File: src/rtl/clause_io_pkg.sv
// -----------------------------------------------------------------------------
// clause_io_pkg
// Shared definitions for the clause array load/update controller.
//   - state_e     : sequencing FSM states (IDLE, LOAD, RD, CAP, OUT, DONE)
//   - CLAUSE_W    : default clause word width (2 * default variable count)
//   - RD_LAT      : read latency of the attached clause array, in cycles
//   - clamp_count : limits a requested slot count to the physical slot count
// -----------------------------------------------------------------------------
package clause_io_pkg;

    localparam int NUM_VARS_DEF = 8;
    localparam int CLAUSE_W     = 2 * NUM_VARS_DEF;
    localparam int RD_LAT       = 1;

    typedef enum logic [2:0] {
        ST_IDLE = 3'd0,
        ST_LOAD = 3'd1,
        ST_RD   = 3'd2,
        ST_CAP  = 3'd3,
        ST_OUT  = 3'd4,
        ST_DONE = 3'd5
    } state_e;

    // Returns min(num, max_v).
    function automatic logic [31:0] clamp_count(input logic [31:0] num,
                                                input logic [31:0] max_v);
        logic [31:0] res;
        if (num > max_v) begin
            res = max_v;
        end else begin
            res = num;
        end
        return res;
    endfunction

endpackage

File: src/rtl/cid_onehot_dec.sv
// -----------------------------------------------------------------------------
// cid_onehot_dec
// Converts a clause slot index into a one-hot slot strobe.
//   idx_i    : slot index
//   en_i     : strobe enable; output is all-zero when low
//   onehot_o : one-hot strobe, bit idx_i set when enabled
// -----------------------------------------------------------------------------
module cid_onehot_dec
    import clause_io_pkg::*;
#(
    parameter int NUM_CLAUSES = 8,
    parameter int WIDTH_CID   = 3
) (
    input  logic [WIDTH_CID-1:0]   idx_i,
    input  logic                   en_i,
    output logic [NUM_CLAUSES-1:0] onehot_o
);

    localparam logic [NUM_CLAUSES-1:0] ONE_VEC = {{(NUM_CLAUSES-1){1'b0}}, 1'b1};

    // Shift a single set bit into the indexed slot position.
    always_comb begin
        onehot_o = {NUM_CLAUSES{1'b0}};
        if (en_i) begin
            onehot_o = ONE_VEC << idx_i;
        end else begin
            onehot_o = {NUM_CLAUSES{1'b0}};
        end
    end

endmodule

File: src/rtl/clause_array_io_ctrl.sv
// -----------------------------------------------------------------------------
// clause_array_io_ctrl
// Load/update sequencer for a clause array.
//   Load  : accepts clauses on ld_valid_i/ld_ready_o and writes them to slots
//           0..count-1 with one-hot wr_o plus clause_o/clause_len_o.
//   Update: strobes rd_o per slot, captures the array's OR-reduced word and the
//           slot's length one cycle later and presents them on up_valid_o /
//           up_ready_i with the slot index on up_cid_o.
// Ports:
//   clk, rst (async, active-low)
//   start_load_i, start_update_i, num_clauses_i   : pass control
//   ld_valid_i, ld_ready_o, ld_clause_i, ld_len_i : load stream
//   up_valid_o, up_ready_i, up_clause_o, up_len_o, up_cid_o : update stream
//   wr_o, rd_o, clause_o, clause_len_o            : array write/read side
//   clause_i, clause_len_i                        : array read-back
//   busy_o, done_o                                : status
// Build option: CLAUSE_IO_SKIP_EMPTY_EN -- when defined, slots whose length
// reads back as zero are skipped during update and never emitted.
// All outputs are registered.
// -----------------------------------------------------------------------------
module clause_array_io_ctrl
    import clause_io_pkg::*;
#(
    parameter int NUM_CLAUSES = 8,
    parameter int NUM_VARS    = CLAUSE_W / 2,
    parameter int WIDTH_C_LEN = 4,
    parameter int WIDTH_CID   = 3
) (
    input  logic                               clk,
    input  logic                               rst,
    input  logic                               start_load_i,
    input  logic                               start_update_i,
    input  logic [WIDTH_CID:0]                 num_clauses_i,
    input  logic                               ld_valid_i,
    output logic                               ld_ready_o,
    input  logic [2*NUM_VARS-1:0]              ld_clause_i,
    input  logic [WIDTH_C_LEN-1:0]             ld_len_i,
    output logic                               up_valid_o,
    input  logic                               up_ready_i,
    output logic [2*NUM_VARS-1:0]              up_clause_o,
    output logic [WIDTH_C_LEN-1:0]             up_len_o,
    output logic [WIDTH_CID-1:0]               up_cid_o,
    output logic [NUM_CLAUSES-1:0]             wr_o,
    output logic [NUM_CLAUSES-1:0]             rd_o,
    output logic [2*NUM_VARS-1:0]              clause_o,
    output logic [WIDTH_C_LEN-1:0]             clause_len_o,
    input  logic [2*NUM_VARS-1:0]              clause_i,
    input  logic [WIDTH_C_LEN*NUM_CLAUSES-1:0] clause_len_i,
    output logic                               busy_o,
    output logic                               done_o
);

    localparam int CW = 2 * NUM_VARS;
    localparam logic [1:0] LAT_LAST = 2'(RD_LAT - 1);

    state_e                 state_q, state_d;
    logic [WIDTH_CID-1:0]   cid_q, cid_d;
    logic [WIDTH_CID:0]     count_q, count_d;
    logic [1:0]             lat_q, lat_d;
    logic [CW-1:0]          clause_q, clause_d;
    logic [WIDTH_C_LEN-1:0] clause_len_q, clause_len_d;
    logic                   up_valid_q, up_valid_d;
    logic [CW-1:0]          up_clause_q, up_clause_d;
    logic [WIDTH_C_LEN-1:0] up_len_q, up_len_d;
    logic [WIDTH_CID-1:0]   up_cid_q, up_cid_d;
    logic [NUM_CLAUSES-1:0] wr_q, rd_q;
    logic                   ld_ready_q, busy_q, done_q;

    logic                   ld_hs_s;
    logic                   last_s;
    logic [WIDTH_C_LEN-1:0] len_sel_s;
    logic [WIDTH_CID:0]     start_count_s;
    logic [NUM_CLAUSES-1:0] wr_dec_s, rd_dec_s;
    logic                   rd_en_s;

    assign ld_hs_s       = ld_valid_i & ld_ready_q & (state_q == ST_LOAD);
    // count is never zero inside LOAD/RD/CAP/OUT, so count-1 cannot underflow there.
    assign last_s        = ({1'b0, cid_q} == (count_q - {{WIDTH_CID{1'b0}}, 1'b1}));
    assign len_sel_s     = clause_len_i[cid_q*WIDTH_C_LEN +: WIDTH_C_LEN];
    assign start_count_s = (WIDTH_CID+1)'(clamp_count(32'(num_clauses_i), 32'(NUM_CLAUSES)));
    // The read strobe is registered, so it is decoded from the state being entered.
    assign rd_en_s       = (state_d == ST_RD);

    cid_onehot_dec #(
        .NUM_CLAUSES (NUM_CLAUSES),
        .WIDTH_CID   (WIDTH_CID)
    ) u_wr_dec (
        .idx_i    (cid_q),
        .en_i     (ld_hs_s),
        .onehot_o (wr_dec_s)
    );

    cid_onehot_dec #(
        .NUM_CLAUSES (NUM_CLAUSES),
        .WIDTH_CID   (WIDTH_CID)
    ) u_rd_dec (
        .idx_i    (cid_d),
        .en_i     (rd_en_s),
        .onehot_o (rd_dec_s)
    );

    // Next-state and datapath update for the shared load/update sequencer.
    always_comb begin
        state_d      = state_q;
        cid_d        = cid_q;
        count_d      = count_q;
        lat_d        = lat_q;
        clause_d     = clause_q;
        clause_len_d = clause_len_q;
        up_valid_d   = up_valid_q;
        up_clause_d  = up_clause_q;
        up_len_d     = up_len_q;
        up_cid_d     = up_cid_q;

        case (state_q)
            ST_IDLE: begin
                // Load has priority; a simultaneous update start is dropped.
                if (start_load_i) begin
                    count_d = start_count_s;
                    cid_d   = {WIDTH_CID{1'b0}};
                    if (start_count_s == {(WIDTH_CID+1){1'b0}}) begin
                        state_d = ST_DONE;
                    end else begin
                        state_d = ST_LOAD;
                    end
                end else if (start_update_i) begin
                    count_d = start_count_s;
                    cid_d   = {WIDTH_CID{1'b0}};
                    if (start_count_s == {(WIDTH_CID+1){1'b0}}) begin
                        state_d = ST_DONE;
                    end else begin
                        state_d = ST_RD;
                    end
                end else begin
                    state_d = ST_IDLE;
                end
            end
            ST_LOAD: begin
                if (ld_hs_s) begin
                    clause_d     = ld_clause_i;
                    clause_len_d = ld_len_i;
                    // cid stops at the last slot instead of wrapping.
                    if (last_s) begin
                        state_d = ST_DONE;
                    end else begin
                        cid_d = cid_q + WIDTH_CID'(1);
                    end
                end else begin
                    state_d = ST_LOAD;
                end
            end
            ST_RD: begin
                lat_d   = 2'd0;
                state_d = ST_CAP;
            end
            ST_CAP: begin
                // Wait out the array read latency before sampling clause_i.
                if (lat_q == LAT_LAST) begin
`ifdef CLAUSE_IO_SKIP_EMPTY_EN
                    if (len_sel_s == {WIDTH_C_LEN{1'b0}}) begin
                        if (last_s) begin
                            state_d = ST_DONE;
                        end else begin
                            cid_d   = cid_q + WIDTH_CID'(1);
                            state_d = ST_RD;
                        end
                    end else begin
                        up_clause_d = clause_i;
                        up_len_d    = len_sel_s;
                        up_cid_d    = cid_q;
                        up_valid_d  = 1'b1;
                        state_d     = ST_OUT;
                    end
`else
                    up_clause_d = clause_i;
                    up_len_d    = len_sel_s;
                    up_cid_d    = cid_q;
                    up_valid_d  = 1'b1;
                    state_d     = ST_OUT;
`endif
                end else begin
                    lat_d = lat_q + 2'd1;
                end
            end
            ST_OUT: begin
                if (up_ready_i) begin
                    up_valid_d = 1'b0;
                    if (last_s) begin
                        state_d = ST_DONE;
                    end else begin
                        cid_d   = cid_q + WIDTH_CID'(1);
                        state_d = ST_RD;
                    end
                end else begin
                    state_d = ST_OUT;
                end
            end
            ST_DONE: begin
                cid_d   = {WIDTH_CID{1'b0}};
                count_d = {(WIDTH_CID+1){1'b0}};
                state_d = ST_IDLE;
            end
            default: begin
                state_d = ST_IDLE;
            end
        endcase

        // Array write data is only held while the FSM is in LOAD, plus the one
        // cycle in which the final write strobe is presented.
        if (state_q != ST_LOAD) begin
            clause_d     = {CW{1'b0}};
            clause_len_d = {WIDTH_C_LEN{1'b0}};
        end else begin
            clause_d     = clause_d;
            clause_len_d = clause_len_d;
        end
    end

    // State and registered outputs; reset aborts any pass and clears all strobes.
    always_ff @(posedge clk or negedge rst) begin
        if (!rst) begin
            state_q      <= ST_IDLE;
            cid_q        <= {WIDTH_CID{1'b0}};
            count_q      <= {(WIDTH_CID+1){1'b0}};
            lat_q        <= 2'd0;
            clause_q     <= {CW{1'b0}};
            clause_len_q <= {WIDTH_C_LEN{1'b0}};
            up_valid_q   <= 1'b0;
            up_clause_q  <= {CW{1'b0}};
            up_len_q     <= {WIDTH_C_LEN{1'b0}};
            up_cid_q     <= {WIDTH_CID{1'b0}};
            wr_q         <= {NUM_CLAUSES{1'b0}};
            rd_q         <= {NUM_CLAUSES{1'b0}};
            ld_ready_q   <= 1'b0;
            busy_q       <= 1'b0;
            done_q       <= 1'b0;
        end else begin
            state_q      <= state_d;
            cid_q        <= cid_d;
            count_q      <= count_d;
            lat_q        <= lat_d;
            clause_q     <= clause_d;
            clause_len_q <= clause_len_d;
            up_valid_q   <= up_valid_d;
            up_clause_q  <= up_clause_d;
            up_len_q     <= up_len_d;
            up_cid_q     <= up_cid_d;
            wr_q         <= wr_dec_s;
            rd_q         <= rd_dec_s;
            ld_ready_q   <= (state_d == ST_LOAD);
            busy_q       <= (state_d != ST_IDLE);
            done_q       <= (state_q == ST_DONE);
        end
    end

    assign ld_ready_o   = ld_ready_q;
    assign up_valid_o   = up_valid_q;
    assign up_clause_o  = up_clause_q;
    assign up_len_o     = up_len_q;
    assign up_cid_o     = up_cid_q;
    assign wr_o         = wr_q;
    assign rd_o         = rd_q;
    assign clause_o     = clause_q;
    assign clause_len_o = clause_len_q;
    assign busy_o       = busy_q;
    assign done_o       = done_q;

endmodule

File: config.mk
export PLATFORM = sky130hd
export DESIGN_NAME = clause_array_io_ctrl
export DESIGN_NICKNAME = d
export VERILOG_FILES = /design/src/rtl/clause_io_pkg.sv /design/src/rtl/cid_onehot_dec.sv /design/src/rtl/clause_array_io_ctrl.sv
export SDC_FILE = /design/constraint.sdc
export NUM_CORES = 1
export LEC_CHECK = 0
export BUFFER_PORTS_ARGS = -buffer_cell sky130_fd_sc_hd__buf_2
export CAP_MARGIN = 0
export CORE_MARGIN = 2
export CORE_UTILIZATION = 43
export DETAILED_ROUTE_END_ITERATION = 8
export GPL_TIMING_DRIVEN = 1
export PLACE_DENSITY_LB_ADDON = 0.05
export SYNTH_ARGS = -nofsm -noshare
export SYNTH_HDL_FRONTEND = slang
export SYNTH_HIERARCHICAL = 1
export SYNTH_SLANG_ARGS = --single-unit
File: constraint.sdc
create_clock -name clk -period 2.3 [get_ports clk]
set_input_delay 0.23 -clock clk [delete_from_list [all_inputs] [get_ports clk]]
set_output_delay 0.23 -clock clk [all_outputs]
set_load 0.005 [all_outputs]
* Yosys cells after proc, flatten, opt, wreduce, memory -nomap -nowiden
Index checks and enable logic that the tools add are counted.
Word-level totals: bits in registers 75, input bits 78, output and inout bits 63, logic and storage cells 84
Cells by class: add/subtract/negate cells 3, magnitude comparators 1, equality and inequality tests 13, shift operators 3, multiplexer cells 33, bitwise operators 2, reduce and logical (&&, ||, !) cells 14
Operator list (number):
- $mux W16 | 3
- $mux W3 | 14
- $shiftx A32 B6 Y4 | 1
- $mux W4 | 6
- $mux W8 | 2
- $shl A1 B3 Y8 const A | 2
- $pmux W3 S5 | 1
- $pmux W3 S4 | 1
- $reduce_bool A2 Y1 | 5
- $eq A3 B2 Y1 const B | 3
- $pmux W4 S2 | 1
- $reduce_and A2 Y1 | 4
- $eq A3 B1 Y1 const B | 2
- $eq A3 B3 Y1 const B | 2
- $ne A2 B2 Y1 const B | 3
- $eq A3 B4 Y1 | 1
- $gt A4 B4 Y1 const B | 1
- $logic_not A4 Y1 | 1
- $pmux W2 S2 | 1
- $sub A4 B1 Y4 const B | 1
- $add A3 B1 Y3 const B | 1
- $logic_not A3 Y1 | 1
- $ne A3 B1 Y1 const B | 1
- $ne A3 B3 Y1 const B | 1
- 8 further kinds | 10

* Longest topological paths before layout
Gate-level depths: netlist of the first run.
depth after elaboration 9, depth in mapped cells 8, gate-level depth less buffers 8

* Modules after synthesis
Netlist of the first run, hierarchy kept.
By module, submodules not included:
- clause_array_io_ctrl | times used 1, cells an instance 235, area an instance 3210.6 um^2, sequential area each 1876.8 um^2
- cid_onehot_dec | times used 2, cells an instance 8, area an instance 95.1 um^2, sequential area each 0.0 um^2

* Worst setup path before layout of the first run
OpenSTA, ideal clock, no wires.
path type reg2reg, from reg count_q[0], to reg rd_q[1], in the netlist rd_o[1], library setup time 0.121 ns, arrival time 2.078 ns, data required time 2.179 ns, slack 0.101 ns, stages on the path, launching flop included 9, path buffers 0, period minus slack after synthesis 2.199 ns, cell sequence dfrtp_1 -> inv_1 -> ha_1 -> xnor2_1 -> nor3_1 -> o21ai_2 -> or2_1 -> a21oi_1 -> and4bb_2
Between the ends: cells in the longest elaborated chain, start to end 7, elaborated cells on any way between the ends 14, those cells by class 1 x add/sub; 2 x eq/ne; 1 x shift; 10 x mux
RTL lines:
- start: declaration | line clause_array_io_ctrl.sv:58 | logic [WIDTH_CID:0] count_q, count_d;
- start signal: assignment | line clause_array_io_ctrl.sv:224 | count_q <= {(WIDTH_CID+1){1'b0}};
- start signal: assignment | line clause_array_io_ctrl.sv:240 | count_q <= count_d;
- $sub A4 B1 Y4 * | line clause_array_io_ctrl.sv:78 | assign last_s = ({1'b0, cid_q} == (count_q - {{WIDTH_CID{1'b0}}, 1'b1}));
- $eq A3 B4 Y1 * | line clause_array_io_ctrl.sv:78
- $mux W3 * | line clause_array_io_ctrl.sv:143, clause_array_io_ctrl.sv:188
- $mux W3, on equally long branches | line clause_array_io_ctrl.sv:186, clause_array_io_ctrl.sv:139
- $pmux W3 S4 * | line clause_array_io_ctrl.sv:115 | case (state_q)
- via cid_d[2] | line clause_array_io_ctrl.sv:57 | logic [WIDTH_CID-1:0] cid_q, cid_d;
- $shl A1 B3 Y8 * | line cid_onehot_dec.sv:25 | onehot_o = ONE_VEC << idx_i;
- $mux W8 * | line cid_onehot_dec.sv:24 | if (en_i) begin
- via rd_dec_s[1] | line clause_array_io_ctrl.sv:73 | logic [NUM_CLAUSES-1:0] wr_dec_s, rd_dec_s;
- end signal: assignment | line clause_array_io_ctrl.sv:233 | rd_q <= {NUM_CLAUSES{1'b0}};
- end signal: assignment | line clause_array_io_ctrl.sv:249 | rd_q <= rd_dec_s;
- end: declaration | line clause_array_io_ctrl.sv:66 | logic [NUM_CLAUSES-1:0] wr_q, rd_q;
Mark *: on every way through the listed nets, which the timed path passes. The rest lies on a longest branch. A chain may end at the register's enable or synchronous reset.

* Worst setup path in the final report of the first run
Ends and elaborated chain as after synthesis.

==> results_dict.tcl, run 1 <==
set metrics [dict create \
    cts_buffer_depth 2 \
    postRouteAntennaNets 0 \
    rows 32 \
    syn_area_per_cell_sq_um 13.55 \
    clkTransAtPathRegs_ns 0.08 \
    root_buffer "clkbuf_8" \
    viasPerCell 5.137 \
    yosysMostFrequentCell "dfrtp_1" \
    io_buffers 140 \
    synth.distinct_cells 54 \
    nets 484 \
    r2r_slack_ns 0.13 \
    tightestPinTransition_ns 0.8003 \
    total_power_mw 4.940 \
    n_fill_cell 683 \
    comb_power_share_pct 40.6 \
    synth_edf_count 0 \
    wl_per_cell_um 14.87 \
    busiest_layer "met2" \
    use_met3_pct 4.719 \
    place.gp.congestion 0.7952 \
    worst_skew_pair.late_latency_ns 0.34 \
    cts_tree "yes" \
    dr.pass1.iters 4 \
    yosysWarnings 6 \
    fin_crit_sh_pct 94.13 \
    drtIter0Drc 95 \
    ys_seq_area_share_pct 55.19 \
    fmax_mhz 461.9 \
    met2_usage_pct 30.62 \
    holdCritPathClass "input port to register" \
    ys_ff_latch 75 \
    die_h_um 92.93 \
    swShare_pct 34.30 \
    coreArea_sq_um 7687 \
    rsz0062_at_grt "no" \
    power.leakage_nw 2.254 \
    ys.flop_type "dfrtp_1" \
    cp.required_ns 2.53 \
    grt_max_degree 76 \
    grt_pass1_vias 2551 \
    die_width_um 92.93 \
    pwr-share-seq_pct 40.5 \
    use_met1_pct 22.73 \
    htree_levels 3 \
    cap_violations 0 \
    critPathCaptureType "register" \
    timing.final.crit_period_ns 2.165 \
    die-area_sq_um 8636 \
    p_per_area_nw_per_um2 1102 \
    antenna_cells 0 \
    synth_area_leaders "dfrtp_1 (55%), mux2_1 (6.3%), a22o_1 (6.2%), mux4_2 (5.3%), mux2i_1 (1.8%)" \
    dp_hpwl_mm 5.431 \
    worstSetupPathType "register to register" \
    grt_usage_pct 18.26 \
    switchingPower_mw 1.695 \
    yosys-top-cells-count "dfrtp_1 (75), a22o_1 (24), mux2_1 (19)" \
    relSlewSlack_pct 46.65 \
    status "completed" \
    syn_area_sq_um 3401 \
    vias 2620 \
    setup_tns_ns 0 \
    clockPowerShare_pct 18.9 \
    area_growth_syn_to_layout_pct 31.79 \
    syn-num-nets 332 \
    grt-ovfl-total 0 \
    hold_viol 0 \
    drcViolationCount 0 \
    multi_input_area_sq_um 1435 \
    netlist.area_leader.share_pct 55.19 \
    clock-sinks 75 \
    cts_buffers 9 \
    grt_pass1_wl_mm 12.17 \
    yosys.area.top_type "dfrtp_1" \
    fin_worst_skew_ns 0.009362 \
    cp-start-kind "register" \
    postSynth.asyncResetShare_pct 100.0 \
    intPower_mw 3.246 \
    wirelength_mm 7.582 \
    setup_violations 0 \
    drive_above_1_share_pct 48.28 \
    antenna_found_initial 0 \
    crit_fanout 9 \
    cp.arrival_ns 2.40 \
    report.final.slew_viol_count 0 \
    start_util_pct 44.24 \
    syn_inst 251 \
    ios 141 \
    vdd_drop_max_mv 0.4765 \
    register_area_sq_um 1877 \
]
==> kinds of logic after synthesis <==
| kind of cell | count (synthesis) | synth area share, % |
|---|---|---|
| flip-flops | 75 | 55.19 |
| buffers and inverters | 19 | 2.686 |
| adder cells (fa/ha/maj) | 3 | 1.104 |
| XOR/XNOR | 3 | 0.7728 |
| AO/OA/AOI/OAI | 55 | 12.77 |
| multiplexers | 34 | 13.69 |
| AND/OR/NAND/NOR | 62 | 13.80 |
==> stage by stage <==
stage / cell area, sq um / utilization [%] / setup WS [ns] / hold WS [ns] / instances
2_1_floorplan: 3401 / - / 0.1006 / -0.06559 / 251
3_3_place_gp: 4273 / 55.58 / 0.1406 / 0.2801 / 492
3_5_place_dp: 4273 / 55.58 / 0.05802 / 0.2883 / 492
4_1_cts: 4472 / 58.17 / 0.03301 / 0.08126 / 509
5_1_grt: 4482 / 58.30 / 0.01170 / 0.08131 / 510
6_report: 4482 / 58.30 / 0.1349 / 0.09523 / 510
==> layout by cell type (no fill, tap or decap), types with 2 or more instances in the layout <==
cell / synthesis / final
buf_2: 7 / 139
dfrtp_1: 75 / 75
a22o_1: 24 / 23
mux2_1: 19 / 19
buf_4: 3 / 15
nand2_1: 11 / 11
clkbuf_8: 0 / 11
mux4_2: 8 / 8
nor2_1: 7 / 7
a21oi_1: 7 / 7
mux2i_1: 6 / 6
inv_1: 4 / 4
nor3_1: 4 / 4
o21ai_1: 4 / 4
and4b_2: 4 / 4
and4bb_1: 4 / 4
and2_1: 3 / 3
and4b_1: 3 / 3
nand3b_1: 3 / 3
ha_1: 3 / 3
and2b_1: 2 / 2
o2111ai_1: 2 / 2
o21ai_0: 2 / 2
xnor2_1: 2 / 2
or2_1: 2 / 2
a31oi_1: 2 / 2
nand2b_1: 2 / 2
o21bai_1: 2 / 2
o31ai_1: 2 / 2
clkinv_4: 0 / 2
clkinvlp_4: 0 / 2
and4bb_2: 2 / 2
nor4b_2: 2 / 2
and4_2: 2 / 2
==> area by class of cell <==
type	count	area share, %
clock buffers	11	3.378
clock inverters	5	0.8375
inverters	4	0.3350
multi-input cells	157	32.02
flip-flops and latches	75	41.88
well taps	102	2.848
repair buffers	156	18.70
==> power groups by stage <==
| stage | Combinational [mW] | Sequential (mW) | Clock (mW) |
|---|---|---|---|
| floorplan | 1.17 | 2.06 | 0 |
| global placement | 2.00 | 2.02 | 0 |
| detailed placement | 2.02 | 2.02 | 0 |
| CTS | 2.03 | 2.00 | 0.971 |
| global route | 2.25 | 2.07 | 1.03 |
| finish | 2.01 | 2.00 | 0.933 |
==> path summary, 6_finish.rpt <==
kind                       cells after the start         from              to
max in group asynchronous                      3          rst  up_clause_o[4]
hold / removal                                 2  clause_i[1]  up_clause_o[1]
min in group asynchronous                      3          rst     clause_o[6]
setup / recovery                               9   count_q[0]         rd_o[1]
setup reg to reg                               9   count_q[0]         rd_o[1]
hold reg to reg                                2  up_len_o[2]     up_len_o[2]
==> worst max-delay path, stage by stage, from the launching register on <==
cell	delay, ns
dfrtp_1	0.39
inv_1	0.08
ha_1	0.30
xnor2_1	0.13
nor3_1	0.19
o21ai_2	0.15
or2_1	0.27
a21oi_1	0.16
buf_4	0.17
and4bb_2	0.22
==> flip-flops by register name, indices dropped and copies added (netlist names), 3 cells and up <==
signal	count
up_clause_o	16
up_len_o	4
rd_o	8
clause_o	16
count_q	4
cid_q	3
wr_o	8
state_q	3
up_cid_o	3
clause_len_o	4
==> per-layer routing <==
layer	vias up	routed length [um]
li1	1263	-
met1	1246	3289
met2	102	3644
met3	9	546
met4	0	102
met5	-	0
==> timing repair <==
item,in CTS,in global routing
hold buffers,1,0
endpoints found under the hold margin,75,0
endpoints found under the setup margin,0,8
buffers inserted,0,1
gates resized for setup,0,2
Power figures use the tool's default switching activity.
==> inputs of run 2 (changes only) <==
- BUFFER_PORTS_ARGS: -buffer_cell sky130_fd_sc_hd__buf_2 -> -buffer_cell sky130_fd_sc_hd__buf_4
==> results_dict.tcl, run 2 (synthesis results as in run 1) <==
set metrics [dict create \
    clock-sinks 75 \
    cts_buffers 9 \
    die-area_sq_um 8636 \
    grt_max_degree 76 \
    cap_violations 0 \
    root_buffer "clkbuf_8" \
    htree_levels 3 \
    grt_usage_pct 19.69 \
    dr.pass1.iters 4 \
    ctsHoldBuffers 0 \
    final_common_cell "buf_4" \
    n_fill_cell 638 \
    worst_path_max_delay_cell "dfrtp_1" \
    io_buffers 140 \
    dp_hpwl_mm 5.669 \
    wl_per_cell_um 15.70 \
    ios 141 \
    cp.required_ns 2.53 \
    coreArea_sq_um 7687 \
    fin_cells 508 \
    critPathCaptureType "register" \
    vdd_drop_max_mv 0.4986 \
    hold_viol 0 \
    report.final.slew_viol_count 0 \
    final_cell_mix "buf_4 (154), dfrtp_1 (75), a22o_1 (23)" \
    clkTransAtPathRegs_ns 0.08 \
    r2r_start "count_q[0]" \
    fmax_mhz 461.3 \
    setup_violations 0 \
    power.leakage_nw 2.345 \
    antenna_cells 0 \
    cts_buffer_depth 2 \
    drtIter0Drc 83 \
    grt_pass1_vias 2758 \
    nets 482 \
    r2r_slack_ns 0.13 \
    grt-ovfl-total 0 \
    vias 2693 \
    holdCritPathClass "input port to async pin" \
    start_util_pct 44.24 \
    grt_pass1_wl_mm 13.27 \
    worstSetupPathDepth 8 \
    fin_crit_sh_pct 94.26 \
    utilization_pct 62.97 \
    place.gp.congestion 0.7924 \
    rows 32 \
    crit_fanout 9 \
    total_power_mw 5.356 \
    cpPeakStageDelay_ns 0.39 \
    cp_cell_sequence "inv_1 > ha_1 > xor2_1 > and3b_2 > o21ai_4 > and2_1 > o22a_1 > and4b_2" \
    wirelength_mm 7.976 \
    antenna_found_initial 0 \
    rr_worst_depth 8 \
    fin_worst_skew_ns 0.008284 \
    die_h_um 92.93 \
    relSlewSlack_pct 37.97 \
    tightestPinTransition_ns 0.9304 \
    status "completed" \
    worstSetupPathType "register to register" \
    cp-start-kind "register" \
    timing.final.crit_period_ns 2.168 \
    p_per_area_nw_per_um2 1106 \
    worst_skew_pair.late_latency_ns 0.34 \
    critPathTopFamily "simple AND/OR/NAND/NOR gates" \
    drive_above_1_share_pct 48.77 \
    startpoint "count_q[0]" \
    drcViolationCount 0 \
    postRouteAntennaNets 0 \
    dpl.cell_count 491 \
    die_width_um 92.93 \
    worst-path-buf-inv 1 \
    setup_tns_ns 0 \
    viasPerCell 5.301 \
    area_growth_syn_to_layout_pct 42.35 \
    cts_tree "yes" \
    cp.arrival_ns 2.40 \
]
[run 2: cell types whose count changed in the layout (fill, tap and decap cells not counted), moves of 2 or more]
cell    change
buf_2     -139
buf_4     +139
nor3_1      -2
nor3_2      +2
[run 2: timing repair]
item                       CTS  global route
setup endpoints to repair    0             8
resized for setup            0             5
setup buffers                0             1
[run 2: path summary, 6_finish.rpt]
kind                              endpoint
hold / removal                clause_o[13]
setup / recovery                   rd_o[6]
setup reg to reg                   rd_o[6]
min in group clk            up_clause_o[3]
max in group asynchronous         lat_q[1]
hold reg to reg            up_clause_o[10]
[run 2: layout make-up]
cell class	count	area, sq um	share of cell area [%]
sequential	75	1877	38.77
multi-input combinational	157	1453	30.01
timing repair buffer	154	1156	23.88
clock buffer	11	151.4	3.127
tap	102	127.6	2.636
clock inverter	5	61.31	1.266
inverter	4	15.01	0.3102
[run 2: per-stage QoR]
step                      worst slack [ns]  hold WS (ns)  cell area, sq um
after floorplan                     0.1006      -0.06559              3401
after global placement              0.1391        0.4352              4601
after detailed placement           0.02827        0.4395              4601
after CTS                          0.02260       0.06670              4813
after global routing              -0.02137       0.07363              4841
final                               0.1320       0.01370              4841
[run 2: per-layer routing]
metal	global-route usage (%)	vias to the layer above	part of all wire, %
met5	0	-	0
met4	6.250	0	0.88
met3	6.428	8	8.4
met2	33.03	108	49
met1	24.10	1318	42
li1	-	1259	-
[run 2: worst reg2reg max path: stages, from the launching register on]
cell,delay [ns]
dfrtp_1,0.39
inv_1,0.07
ha_1,0.21
xor2_1,0.18
and3b_2,0.23
o21ai_4,0.25
and2_1,0.19
o22a_1,0.29
and4b_2,0.26
[run 2: power breakdown]
group / internal, mW / total (mW) / leakage [nW] / switching (mW)
clock network: 0.562 / 1.05 / 0.0978 / 0.489
registers: 1.76 / 2.02 / 0.954 / 0.261
logic: 1.27 / 2.29 / 1.29 / 1.02
==> inputs of run 3 (changes only) <==
- CTS_CLUSTER_SIZE: default -> 40
- MAX_ROUTING_LAYER: default -> met4
==> results_dict.tcl, run 3 (synthesis results as in run 1) <==
set metrics [dict create \
    worst_slack_ns 0.1250 \
    clockPowerShare_pct 19.6 \
    switchingPower_mw 1.766 \
    clkTransAtPathRegs_ns 0.08 \
    worst_skew_pair.late_latency_ns 0.34 \
    viasPerCell 5.299 \
    dpl_worst_slack_ns 0.02827 \
    grt-ovfl-total 0 \
    setup_tns_ns 0 \
    dp_hpwl_mm 5.669 \
    cts_buffers 9 \
    vdd_drop_max_mv 0.4988 \
    drcViolationCount 0 \
    vias 2692 \
    final_cell_mix "buf_4 (154), dfrtp_1 (75), a22o_1 (23)" \
    relSlewSlack_pct 38.33 \
    coreArea_sq_um 7687 \
    status "completed" \
    cts_buffer_depth 2 \
    drive_above_1_share_pct 48.77 \
    antenna_found_initial 0 \
    nets 482 \
    die-area_sq_um 8636 \
    antenna_cells 0 \
    wl_per_cell_um 15.69 \
    rows 32 \
    crit_fanout 9 \
    power.leakage_nw 2.345 \
    area_growth_syn_to_layout_pct 42.35 \
    cp.required_ns 2.53 \
    die_h_um 92.93 \
    grt_usage_pct 20.15 \
    fin_crit_sh_pct 94.56 \
    hold_viol 0 \
    ios 141 \
    critPathCaptureType "register" \
    r2r_slack_ns 0.13 \
    io_buffers 140 \
    comb_power_share_pct 42.7 \
    fin_worst_skew_ns 0.007238 \
    rr_worst_depth 8 \
    fmax_mhz 459.8 \
    swShare_pct 32.96 \
    grt_max_degree 76 \
    r2r_start "count_q[0]" \
    pwr-share-seq_pct 37.7 \
    die_width_um 92.93 \
    r2r_end "rd_o[6]" \
    intPower_mw 3.592 \
    placed_area_sq_um 4601 \
    place.gp.congestion 0.8037 \
    setup_violations 0 \
    clock-sinks 75 \
    ctsHoldBuffers 0 \
    report.final.slew_viol_count 0 \
    start_util_pct 44.24 \
    grt_pass1_wl_mm 13.27 \
    cts_tree "yes" \
    dr.pass1.iters 4 \
    cp-start-kind "register" \
    grt_pass1_vias 2756 \
    final_common_cell "buf_4" \
    tightestPinTransition_ns 0.9251 \
    p_per_area_nw_per_um2 1107 \
    timing.final.crit_period_ns 2.175 \
    postRouteAntennaNets 0 \
    root_buffer "clkbuf_8" \
    wirelength_mm 7.972 \
    finalInstanceArea_sq_um 4841 \
    cap_violations 0 \
    utilization_pct 62.97 \
    drtIter0Drc 90 \
    worstSetupPathType "register to register" \
    htree_levels 3 \
    holdCritPathClass "input port to async pin" \
    cp.arrival_ns 2.41 \
]
## run 3: cell counts in the layout (fill, tap and decap cells not counted)
Identical to the previous run, type by type.
## run 3: stage by stage
stage | total power [mW] | hold WS, ns | std cells
after floorplan | 3.238 | -0.06559 | 251
after global placement | 4.262 | 0.4352 | 491
after detailed placement | 4.305 | 0.4395 | 491
after CTS | 5.374 | 0.06670 | 507
after global routing | 5.763 | 0.08142 | 508
final | 5.357 | 0.01950 | 508
## run 3: metal layers
layer	part of all wire [%]	GRT usage, %	wire length [um]	up-vias
met3	7.3	4.394	580	11
met1	43	25.01	3389	1321
met4	1.2	7.353	98	0
met2	49	32.67	3904	103
li1	-	-	-	1257
met5	0	-	0	-
## run 3: area by class of cell
cell class	count	area [sq um]
clock buffers	11	151.4
clock inverters	5	61.31
multi-input cells	157	1453
flip-flops and latches	75	1877
well taps	102	127.6
fillers	638	2846
inverters	4	15.01
repair buffers	154	1156
## run 3: power groups by stage
stage               Sequential, mW  Clock (mW)  Combinational [mW]
floorplan                     2.06           0                1.17
global placement              2.03           0                2.23
detailed placement            2.05           0                2.26
CTS                           2.02        1.08                2.27
global route                  2.08        1.15                2.53
finish                        2.02        1.05                2.29
## run 3: worst max-delay path, cell delays in order, from the launching register on
cell     delay (ns)
dfrtp_1        0.39
inv_1          0.07
ha_1           0.21
xor2_1         0.18
and3b_2        0.23
o21ai_4        0.25
and2_1         0.19
o22a_1         0.30
and4b_2        0.26
## run 3: worst max-delay path by stage
stage | depth (start not counted) | slack [ns] | end | startpoint
final | 8 | 0.13 | rd_o[6] | count_q[0]
after global routing | 8 | -0.02 | rd_o[6] | count_q[0]
after floorplan | 8 | 0.10 | rd_o[1] | count_q[0]
after global placement | 9 | 0.14 | rd_o[1] | count_q[0]
after CTS | 9 | 0.02 | rd_o[1] | count_q[0]
after detailed placement | 9 | 0.03 | rd_o[1] | count_q[0]
## run 3: timing repair
item	CTS	global route
setup endpoints to repair	0	8
gates resized for setup	0	5
setup buffers	0	1
